## src/rtl/mem_slot_port.sv

```systemverilog
// mem_slot_port: core-side front end for one time-multiplexed slot of the
// 8-way shared memory controller.
//
// The block latches one core access, presents it to the controller until the
// controller samples this slot, and captures read data at the slot-skewed
// return edge. A local 3-bit slot counter mirrors the controller's rotation.
//
// Optional build macro SLOT_SYNC_EN adds the slot_sync input, which realigns
// the local slot counter to the controller rotation.
module mem_slot_port #(
    parameter int unsigned SLOT   = 0,
    parameter int unsigned ADDR_W = 12,
    parameter int unsigned DATA_W = 16
) (
    input  logic              clk16,
    input  logic              rst_n,
`ifdef SLOT_SYNC_EN
    input  logic              slot_sync,
`endif
    input  logic              req,
    input  logic              we,
    input  logic [ADDR_W-1:0] addr,
    input  logic [DATA_W-1:0] wdata,
    output logic              ready,
    output logic              done,
    output logic [DATA_W-1:0] rdata,
    output logic [ADDR_W-1:0] addr_,
    output logic              we_,
    output logic [DATA_W-1:0] dataIN_,
    input  logic [DATA_W-1:0] dataOUT_
);

    // Slot-counter values at which this slot is sampled / has read data back.
    localparam logic [2:0] SAMPLE_CNT = 3'(SLOT);
    localparam logic [2:0] RETURN_CNT = 3'(SLOT + 32'd3);

    typedef enum logic [1:0] {
        ST_IDLE      = 2'd0,
        ST_WAIT_SLOT = 2'd1,
        ST_WAIT_DATA = 2'd2,
        ST_DONE      = 2'd3
    } state_t;

    state_t              state_r;
    state_t              state_nxt_s;
    logic [2:0]          cnt_r;
    logic                sample_s;
    logic                return_s;
    logic                accept_s;
    logic                wr_clear_s;
    logic                rd_cap_s;
    logic [ADDR_W-1:0]   addr_r;
    logic [DATA_W-1:0]   din_r;
    logic                we_r;
    logic [DATA_W-1:0]   rdata_r;
    logic                ready_r;
    logic                done_r;

    assign sample_s = (cnt_r == SAMPLE_CNT);
    assign return_s = (cnt_r == RETURN_CNT);

    // Slot counter that tracks the controller rotation edge for edge.
`ifdef SLOT_SYNC_EN
    always_ff @(posedge clk16 or negedge rst_n) begin
        if (!rst_n) begin
            cnt_r <= 3'd0;
        end else if (slot_sync) begin
            cnt_r <= 3'd1;
        end else begin
            cnt_r <= cnt_r + 3'd1;
        end
    end
`else
    always_ff @(posedge clk16 or negedge rst_n) begin
        if (!rst_n) begin
            cnt_r <= 3'd0;
        end else begin
            cnt_r <= cnt_r + 3'd1;
        end
    end
`endif

    // Next-state decode and the per-edge action strobes.
    always_comb begin
        state_nxt_s = state_r;
        accept_s    = 1'b0;
        wr_clear_s  = 1'b0;
        rd_cap_s    = 1'b0;
        case (state_r)
            ST_IDLE: begin
                if (req) begin
                    accept_s    = 1'b1;
                    state_nxt_s = ST_WAIT_SLOT;
                end else begin
                    state_nxt_s = ST_IDLE;
                end
            end
            ST_WAIT_SLOT: begin
                if (sample_s) begin
                    if (we_r) begin
                        // Controller sees we_=1 on this edge; drop it afterwards.
                        wr_clear_s  = 1'b1;
                        state_nxt_s = ST_DONE;
                    end else begin
                        state_nxt_s = ST_WAIT_DATA;
                    end
                end else begin
                    state_nxt_s = ST_WAIT_SLOT;
                end
            end
            ST_WAIT_DATA: begin
                if (return_s) begin
                    rd_cap_s    = 1'b1;
                    state_nxt_s = ST_DONE;
                end else begin
                    state_nxt_s = ST_WAIT_DATA;
                end
            end
            ST_DONE: begin
                state_nxt_s = ST_IDLE;
            end
            default: begin
                state_nxt_s = ST_IDLE;
            end
        endcase
    end

    // Access state register; reset abandons any in-flight access.
    always_ff @(posedge clk16 or negedge rst_n) begin
        if (!rst_n) begin
            state_r <= ST_IDLE;
        end else begin
            state_r <= state_nxt_s;
        end
    end

    // Controller-facing slot outputs; write enable cleared after its one sample.
    always_ff @(posedge clk16 or negedge rst_n) begin
        if (!rst_n) begin
            addr_r <= {ADDR_W{1'b0}};
            din_r  <= {DATA_W{1'b0}};
            we_r   <= 1'b0;
        end else if (accept_s) begin
            addr_r <= addr;
            din_r  <= wdata;
            we_r   <= we;
        end else if (wr_clear_s) begin
            we_r   <= 1'b0;
        end
    end

    // Read result capture at the return edge, held until the next read.
    always_ff @(posedge clk16 or negedge rst_n) begin
        if (!rst_n) begin
            rdata_r <= {DATA_W{1'b0}};
        end else if (rd_cap_s) begin
            rdata_r <= dataOUT_;
        end
    end

    // Registered core handshake derived from the upcoming state.
    always_ff @(posedge clk16 or negedge rst_n) begin
        if (!rst_n) begin
            ready_r <= 1'b1;
            done_r  <= 1'b0;
        end else begin
            ready_r <= (state_nxt_s == ST_IDLE);
            done_r  <= (state_nxt_s == ST_DONE);
        end
    end

    assign ready   = ready_r;
    assign done    = done_r;
    assign rdata   = rdata_r;
    assign addr_   = addr_r;
    assign we_     = we_r;
    assign dataIN_ = din_r;

endmodule

```

## config.mk

```make
export PLATFORM = sky130hd
export DESIGN_NAME = mem_slot_port
export DESIGN_NICKNAME = d
export VERILOG_FILES = /design/src/rtl/mem_slot_port.sv
export SDC_FILE = /design/constraint.sdc
export NUM_CORES = 1
export LEC_CHECK = 0
export ABC_AREA = 1
export BUFFER_PORTS_ARGS = -buffer_cell sky130_fd_sc_hd__buf_2
export CAP_MARGIN = 20
export CORE_MARGIN = 5
export CORE_UTILIZATION = 42
export DETAILED_ROUTE_END_ITERATION = 8
export PLACE_DENSITY = 0.84
export SLEW_MARGIN = 20
export SYNTH_ARGS = -nofsm -noshare
export SYNTH_HDL_FRONTEND = slang
export SYNTH_SLANG_ARGS = --single-unit
export TNS_END_PERCENT = 30
```

## constraint.sdc

```tcl
create_clock -name clk16 -period 1.3 [get_ports clk16]
set_input_delay 0.26 -clock clk16 [delete_from_list [all_inputs] [get_ports clk16]]
set_output_delay 0.26 -clock clk16 [all_outputs]
set_load 0.02 [all_outputs]
```

# == Word level (Yosys, flattened, before mapping) ==
# Cells that the tools add are included.
# totals
register_bits,52
latch_bits,0
ramBits,0
rom_bits,0
in_bits,48
output_inout_bits,47
word_cells,32
mem_count,0
# classes
add_sub_neg,1
n_mul,0
div_mod_pow,0
order_cmp,0
n_eq_ne,5
shift,0
n_mux,14
bitwise,0
n_reduce_logical,4
# ops
cell,count
$mux 1,12
$pmux 2 s4,1
$eq 2x2->1 const B,3
$logic_not 2->1,2
$add 3x1->3 const B,1
$eq 3x2->1 const B,1
$logic_not 3->1,1
$eq 2x1->1 const B,1
$mux 2,1
$reduce_bool 2->1,1

# == Depth between registers and ports, before layout ==
# Gate-level depths: netlist (run 1).
# logic_depth
ltp_word,5
ltp_mapped,8
mapped_depth_nobuf,7

# == Least setup slack after synthesis (run 1) ==
# OpenSTA, ideal clock, no wires.
# synth_path
path_kind,reg2reg
start,register cnt_r[0]
end,register rdata_r[10] (netlist: rdata[10])
setup_time_ns,0.065
arrival_ns,1.251
t_required_ns,1.235
path_slack_ns,-0.016
path_stages_with_launch,8
cell_sequence,dfrtp_1 ha_1 ha_1 buf_2 nand3_2 buf_4 nand2_1 nand2_1
# synth_via
elab_chain_len,3
# synth_lines
element,line,source
"start, declared",46,logic [2:0] cnt_r;
"start signal, assigned",78,cnt_r <= cnt_r + 3'd1;
$eq 3x2->1,60,assign return_s = (cnt_r == RETURN_CNT);
$mux 1,112,if (return_s) begin
$mux 1,89,case (state_r)
"end signal, assigned",155,rdata_r <= {DATA_W{1'b0}};
"end signal, assigned",157,rdata_r <= dataOUT_;
"end, declared",55,logic [DATA_W-1:0] rdata_r;
# Every way passes these cells.
# A chain may end at the register's enable or synchronous reset.

# == Worst setup path in the final report (run 1) ==
# layout_path
start,register ready_r (netlist: ready)
end,output ready
# layout_rtl
element,line,source
"start, declared",56,logic ready_r;
"start signal, assigned",167,ready_r <= (state_nxt_s == ST_IDLE);
"end, declared",24,"output logic ready,"
# No word-level cell between the ends.

==> results of run 1 <==
-- through the flow --
step | utilization (%) | total power [W] | instance area, sq um | hold WS, ns
after detailed placement | 56.2 | 0.00578 | 2710 | 0.193
after global placement | 56.2 | 0.00569 | 2710 | 0.195
after floorplan | - | 0.00468 | 2130 | -0.0356
final | 58.8 | 0.00666 | 2830 | 0.182
after CTS | 58.3 | 0.00672 | 2810 | 0.173
after global routing | 58.8 | 0.00714 | 2830 | 0.173
-- logic make-up after synthesis --
kind of cell	after synthesis	share of synthesized area (%)
adder cells (fa/ha/maj)	3	1.77
AND/OR/NAND/NOR	149	30.4
AO/OA/AOI/OAI	1	0.236
flip-flops	52	61.4
buffers and inverters	23	6.14
-- final timing paths --
kind,startpoint,endpoint,slack [ns],cells past startpoint
min,dataOUT_[4],rdata[4],0.18,3
max reg2reg,cnt_r[1],rdata[12],0.08,6
min reg2reg,cnt_r[0],cnt_r[0],0.47,1
min in group asynchronous,rst_n,rdata[3],0.40,2
max in group asynchronous,rst_n,dataIN_[12],0.47,3
max,ready,ready,0.06,1
-- cell usage after synthesis --
cell and n:
nand3_2 1, buf_2 5, nand3_1 45, ha_1 3
clkbuf_1 2, buf_4 2, dfrtp_1 51, nor2_1 4
a21oi_1 1, nor2_4 2, inv_1 10, dfstp_2 1
nand2_1 94, nand2_2 2, buf_6 4, nand3b_1 1
-- registers in the layout, indices dropped and copies added, names as in the netlist --
register  flops
addr_        12
cnt_r         3
dataIN_      16
done          1
rdata        16
ready         1
state_r       2
we_           1
-- power breakdown --
| group | internal, W | switching, W |
|---|---|---|
| logic | 0.00103 | 0.00195 |
| registers | 0.00235 | 0.000405 |
| clock network | 0.000426 | 0.000504 |
-- layout make-up --
class                      instances  area, sq um  area share, %
clock inverter                     2         10.0          0.354
clock buffer                       6         82.6           2.92
timing repair buffer             105          609           21.5
tap                               67         83.8           2.96
inverter                          10         37.5           1.33
sequential                        52         1300           46.0
multi-input combinational        153          706           24.9
-- timing repair --
| action | 4_1_cts | 5_1_grt |
|---|---|---|
| endpoints found under the hold margin | 10 | 0 |
| hold buffers | 1 | 0 |
| resized for setup | 0 | 6 |
| setup endpoints to repair | 0 | 18 |
-- metal layers --
metal	track usage (%)	routed length (um)	part of all wire [%]	up-vias
met1	21.7	2180	43	842
met3	4.32	533	11	7
met5	0	0	0	-
met2	26.5	2260	45	102
met4	3.55	54	1.1	0
li1	-	-	-	917
==> out/results.txt, run 1 <==
Max Slew Vio Count - 0
row cnt - 25
HPWL after DPL - 3.76 mm
wire length per cell - 12.7 um
Crit path buffers/inverters - 1
leakage power - 1.64 nW
Pwr per Cell Area - 2350 nW/um^2
die span in y - 81.1 um
peak supply drop - 1.04 mV
gp weighted congestion - 0.783
placed cells - 386
Post-CTS Setup Repair Bufs - 0
mapped cell area - 2120 sq um
fin cells - 395
Worst EP arrival - 0.98 ns
area added between synthesis and finish - 33.5%
largest net degree at the start of global routing - 30
syn nets - 279
Netlist cell types - 16
top-area cell type share of the netlist area - 60.2%
Initial Utilization - 44.0%
CP endpoint kind - primary output
chip width - 81.1 um
GR Util All Layers - 16.2%
outcome - finished, final reports clean
IO buf count - 94
ANT cells - 0
I/O pins - 95
TritonCTS Buffers - 5
Crit path required time - 1.04 ns
post-synthesis sequential area ratio - 61.4%
Routed Antenna Nets - 0
# setup viols final - 0
setup_tns - 0 ns
die area - 6570 sq um
Mapped Avg Cell Area - 9.30 sq um
Crit Path Class - reg2out
worst slack, placed - 0.0243 ns
core area - 4820 sq um
Sink Count - 52
DR iter-0 viols - 77
DR vias - 1,868
Max Clock Freq - 0.804 GHz
Fin. Hold Viols - 0
Final Skew - 0.00420 ns
most frequent cells in the layout - nand2_1, buf_2, dfrtp_1, nand3_1, inv_1
Max Cap Viol - 0
initial antenna violation count - 0
drt pass-1 iters - 4
unrepaired setup endpoints after global routing - false
H-tree levels - 2
Clock Latency Late Sink - 0.30 ns
vias in the first global route - 1,808
vias per cell - 4.73
clock tree buffer depth - 2
HP Class - in2reg
Fillers - 453
fin crit share - 95.7%
Crit Path Max Fanout - 1
Top delay family on crit path - flip-flops
cell type with the largest total area after synthesis - dfrtp_1
setup ws final - 0.0560 ns
final wirelength - 5.02 mm
FF+latch count, synth - 52
CTS tree - yes
Area contributors post-synth - dfrtp_1, nand2_1, nand3_1
GRT Residual Overflow - 0
Max-slew headroom - 75.6%
Ys Warns - 0
Cell Chain, Critical Path - buf_2
nets - 378
first-pass GRT wire length - 8.31 mm
Slowest cell on crit path - dfstp_2
DRC errors left - 0
cell count after synthesis - 228
measured slew at the worst slew-check pin - 0.366 ns
CTS clock-pin slew for the worst setup and hold paths - 0.09 ns
CTS root buffer - clkbuf_8
layout cells sized above 1 - 37.2%
min Tclk post-route - 1.24 ns
CP peak stage delay - 0.53 ns
crit path launch type - flip-flop
Power figures use the tool's default switching activity.
==> inputs of run 2 (changes only) <==
--- a/config.mk
+++ b/config.mk
@@ -8,7 +8,6 @@
 export ABC_AREA = 1
 export BUFFER_PORTS_ARGS = -buffer_cell sky130_fd_sc_hd__buf_2
 export CAP_MARGIN = 20
-export CORE_MARGIN = 5
 export CORE_UTILIZATION = 42
 export DETAILED_ROUTE_END_ITERATION = 8
 export PLACE_DENSITY = 0.84
==> out/results.txt, run 2 (synthesized netlist as in run 1, its figures left out) <==
Multi-input gate area - 698 sq um
CTS tree - yes
I/O pins - 95
die span in y - 73.1 um
Power, Total - 0.00686 W
Final Skew - 0.00422 ns
vias per cell - 4.68
GRT Residual Overflow - 0
row cnt - 25
area added between synthesis and finish - 34.9%
CTS root buffer - clkbuf_8
HP Class - in2reg
leakage power - 1.65 nW
Crit path required time - 1.04 ns
initial antenna violation count - 0
sequential cell area - 1300 sq um
Post-DP Area - 2700 sq um
Max Cap Viol - 0
switching part of the total power - 42.2%
Slowest cell on crit path - dfstp_2
GR Util All Layers - 16.8%
crit path launch type - flip-flop
outcome - finished, final reports clean
layout cells sized above 1 - 36.5%
DR iter-0 viols - 85
fin crit share - 95.4%
Pwr per Cell Area - 2400 nW/um^2
CTS clock-pin slew for the worst setup and hold paths - 0.09 ns
Max Clock Freq - 0.807 GHz
core area - 4790 sq um
share of power burned in registers - 40.3%
clock tree buffer depth - 2
largest net degree at the start of global routing - 53
P_int - 0.00396 W
setup_tns - 0 ns
Crit Path Class - reg2out
CP endpoint kind - primary output
CP peak stage delay - 0.52 ns
Fin. Hold Viols - 0
sw power - 0.00290 W
measured slew at the worst slew-check pin - 0.276 ns
IO buf count - 94
DRC errors left - 0
ANT cells - 0
# setup viols final - 0
vias in the first global route - 1,642
Routed Antenna Nets - 0
setup ws final - 0.0602 ns
peak supply drop - 1.05 mV
Fillers - 416
Comb pwr share - 43.4%
Worst EP arrival - 0.98 ns
clock group share of total power - 16.3%
Clock Latency Late Sink - 0.30 ns
Max Slew Vio Count - 0
Sink Count - 52
TritonCTS Buffers - 5
most frequent cells in the layout - nand2_1, buf_2, dfrtp_1, nand3_1, inv_1
first-pass GRT wire length - 6.90 mm
Cell Chain, Critical Path - buf_2
Max-slew headroom - 81.6%
H-tree levels - 2
wire length per cell - 11.5 um
post-route design area - 2860 sq um
drt pass-1 iters - 4
worst slack, placed - 0.0596 ns
unrepaired setup endpoints after global routing - false
Initial Utilization - 44.3%
min Tclk post-route - 1.24 ns
HPWL after DPL - 3.15 mm
chip width - 73.1 um
nets - 379
Top delay family on crit path - flip-flops
final wirelength - 4.55 mm
DR vias - 1,853
Crit Path Max Fanout - 1
Crit path buffers/inverters - 1
die area - 5340 sq um
gp weighted congestion - 0.822
==> run 2: changes by cell type in the layout (fill, tap and decap cells not counted), sizes merged <==
cell and change:
bufinv +1
==> run 2: worst paths after layout <==
path	slack, ns	end	cells past startpoint	start
setup / recovery	0.06	ready	1	ready
hold / removal	0.18	rdata[12]	3	dataOUT_[12]
setup reg to reg	0.09	rdata[9]	6	cnt_r[0]
hold reg to reg	0.45	cnt_r[0]	1	cnt_r[0]
max in group asynchronous	0.55	ready	3	rst_n
min in group asynchronous	0.46	rdata[1]	3	rst_n
==> run 2: timing repair <==
item	CTS	global route
resized for setup	0	3
setup buffers	0	0
hold endpoints to repair	51	0
setup endpoints to repair	0	8
hold buffers	1	0
==> run 2: through the flow <==
| step | utilization [%] | hold slack [ns] | std cells |
|---|---|---|---|
| floorplan | - | -0.0356 | 228 |
| global placement | 56.3 | 0.268 | 386 |
| detailed placement | 56.3 | 0.268 | 386 |
| CTS | 59.0 | 0.161 | 395 |
| global route | 59.8 | 0.162 | 396 |
| finish | 59.8 | 0.175 | 396 |
==> run 2: per-layer routing <==
layer / vias up / part of all wire [%] / global-route usage [%]
met5: - / 0 / 0
met4: 0 / 0.79 / 4.79
met3: 5 / 7.8 / 5.11
met2: 92 / 49 / 30.7
met1: 841 / 42 / 18.9
li1: 915 / - / -
==> run 2: area by class of cell <==
class	instances	area share, %
Inverter	10	1.31
Clock inverter	3	1.66
Clock buffer	5	2.41
Timing Repair Buffer	106	21.7
Sequential cell	52	45.5
Tap cell	67	2.93
Multi-Input combinational cell	153	24.4
==> run 2: power by group through the flow <==
stage	registers, W	clock network (W)	logic (W)
after floorplan	0.00362	0	0.00106
after global placement	0.00276	0	0.00290
after detailed placement	0.00276	0	0.00300
after CTS	0.00275	0.00116	0.00300
after global routing	0.00284	0.00120	0.00328
final	0.00277	0.00112	0.00298
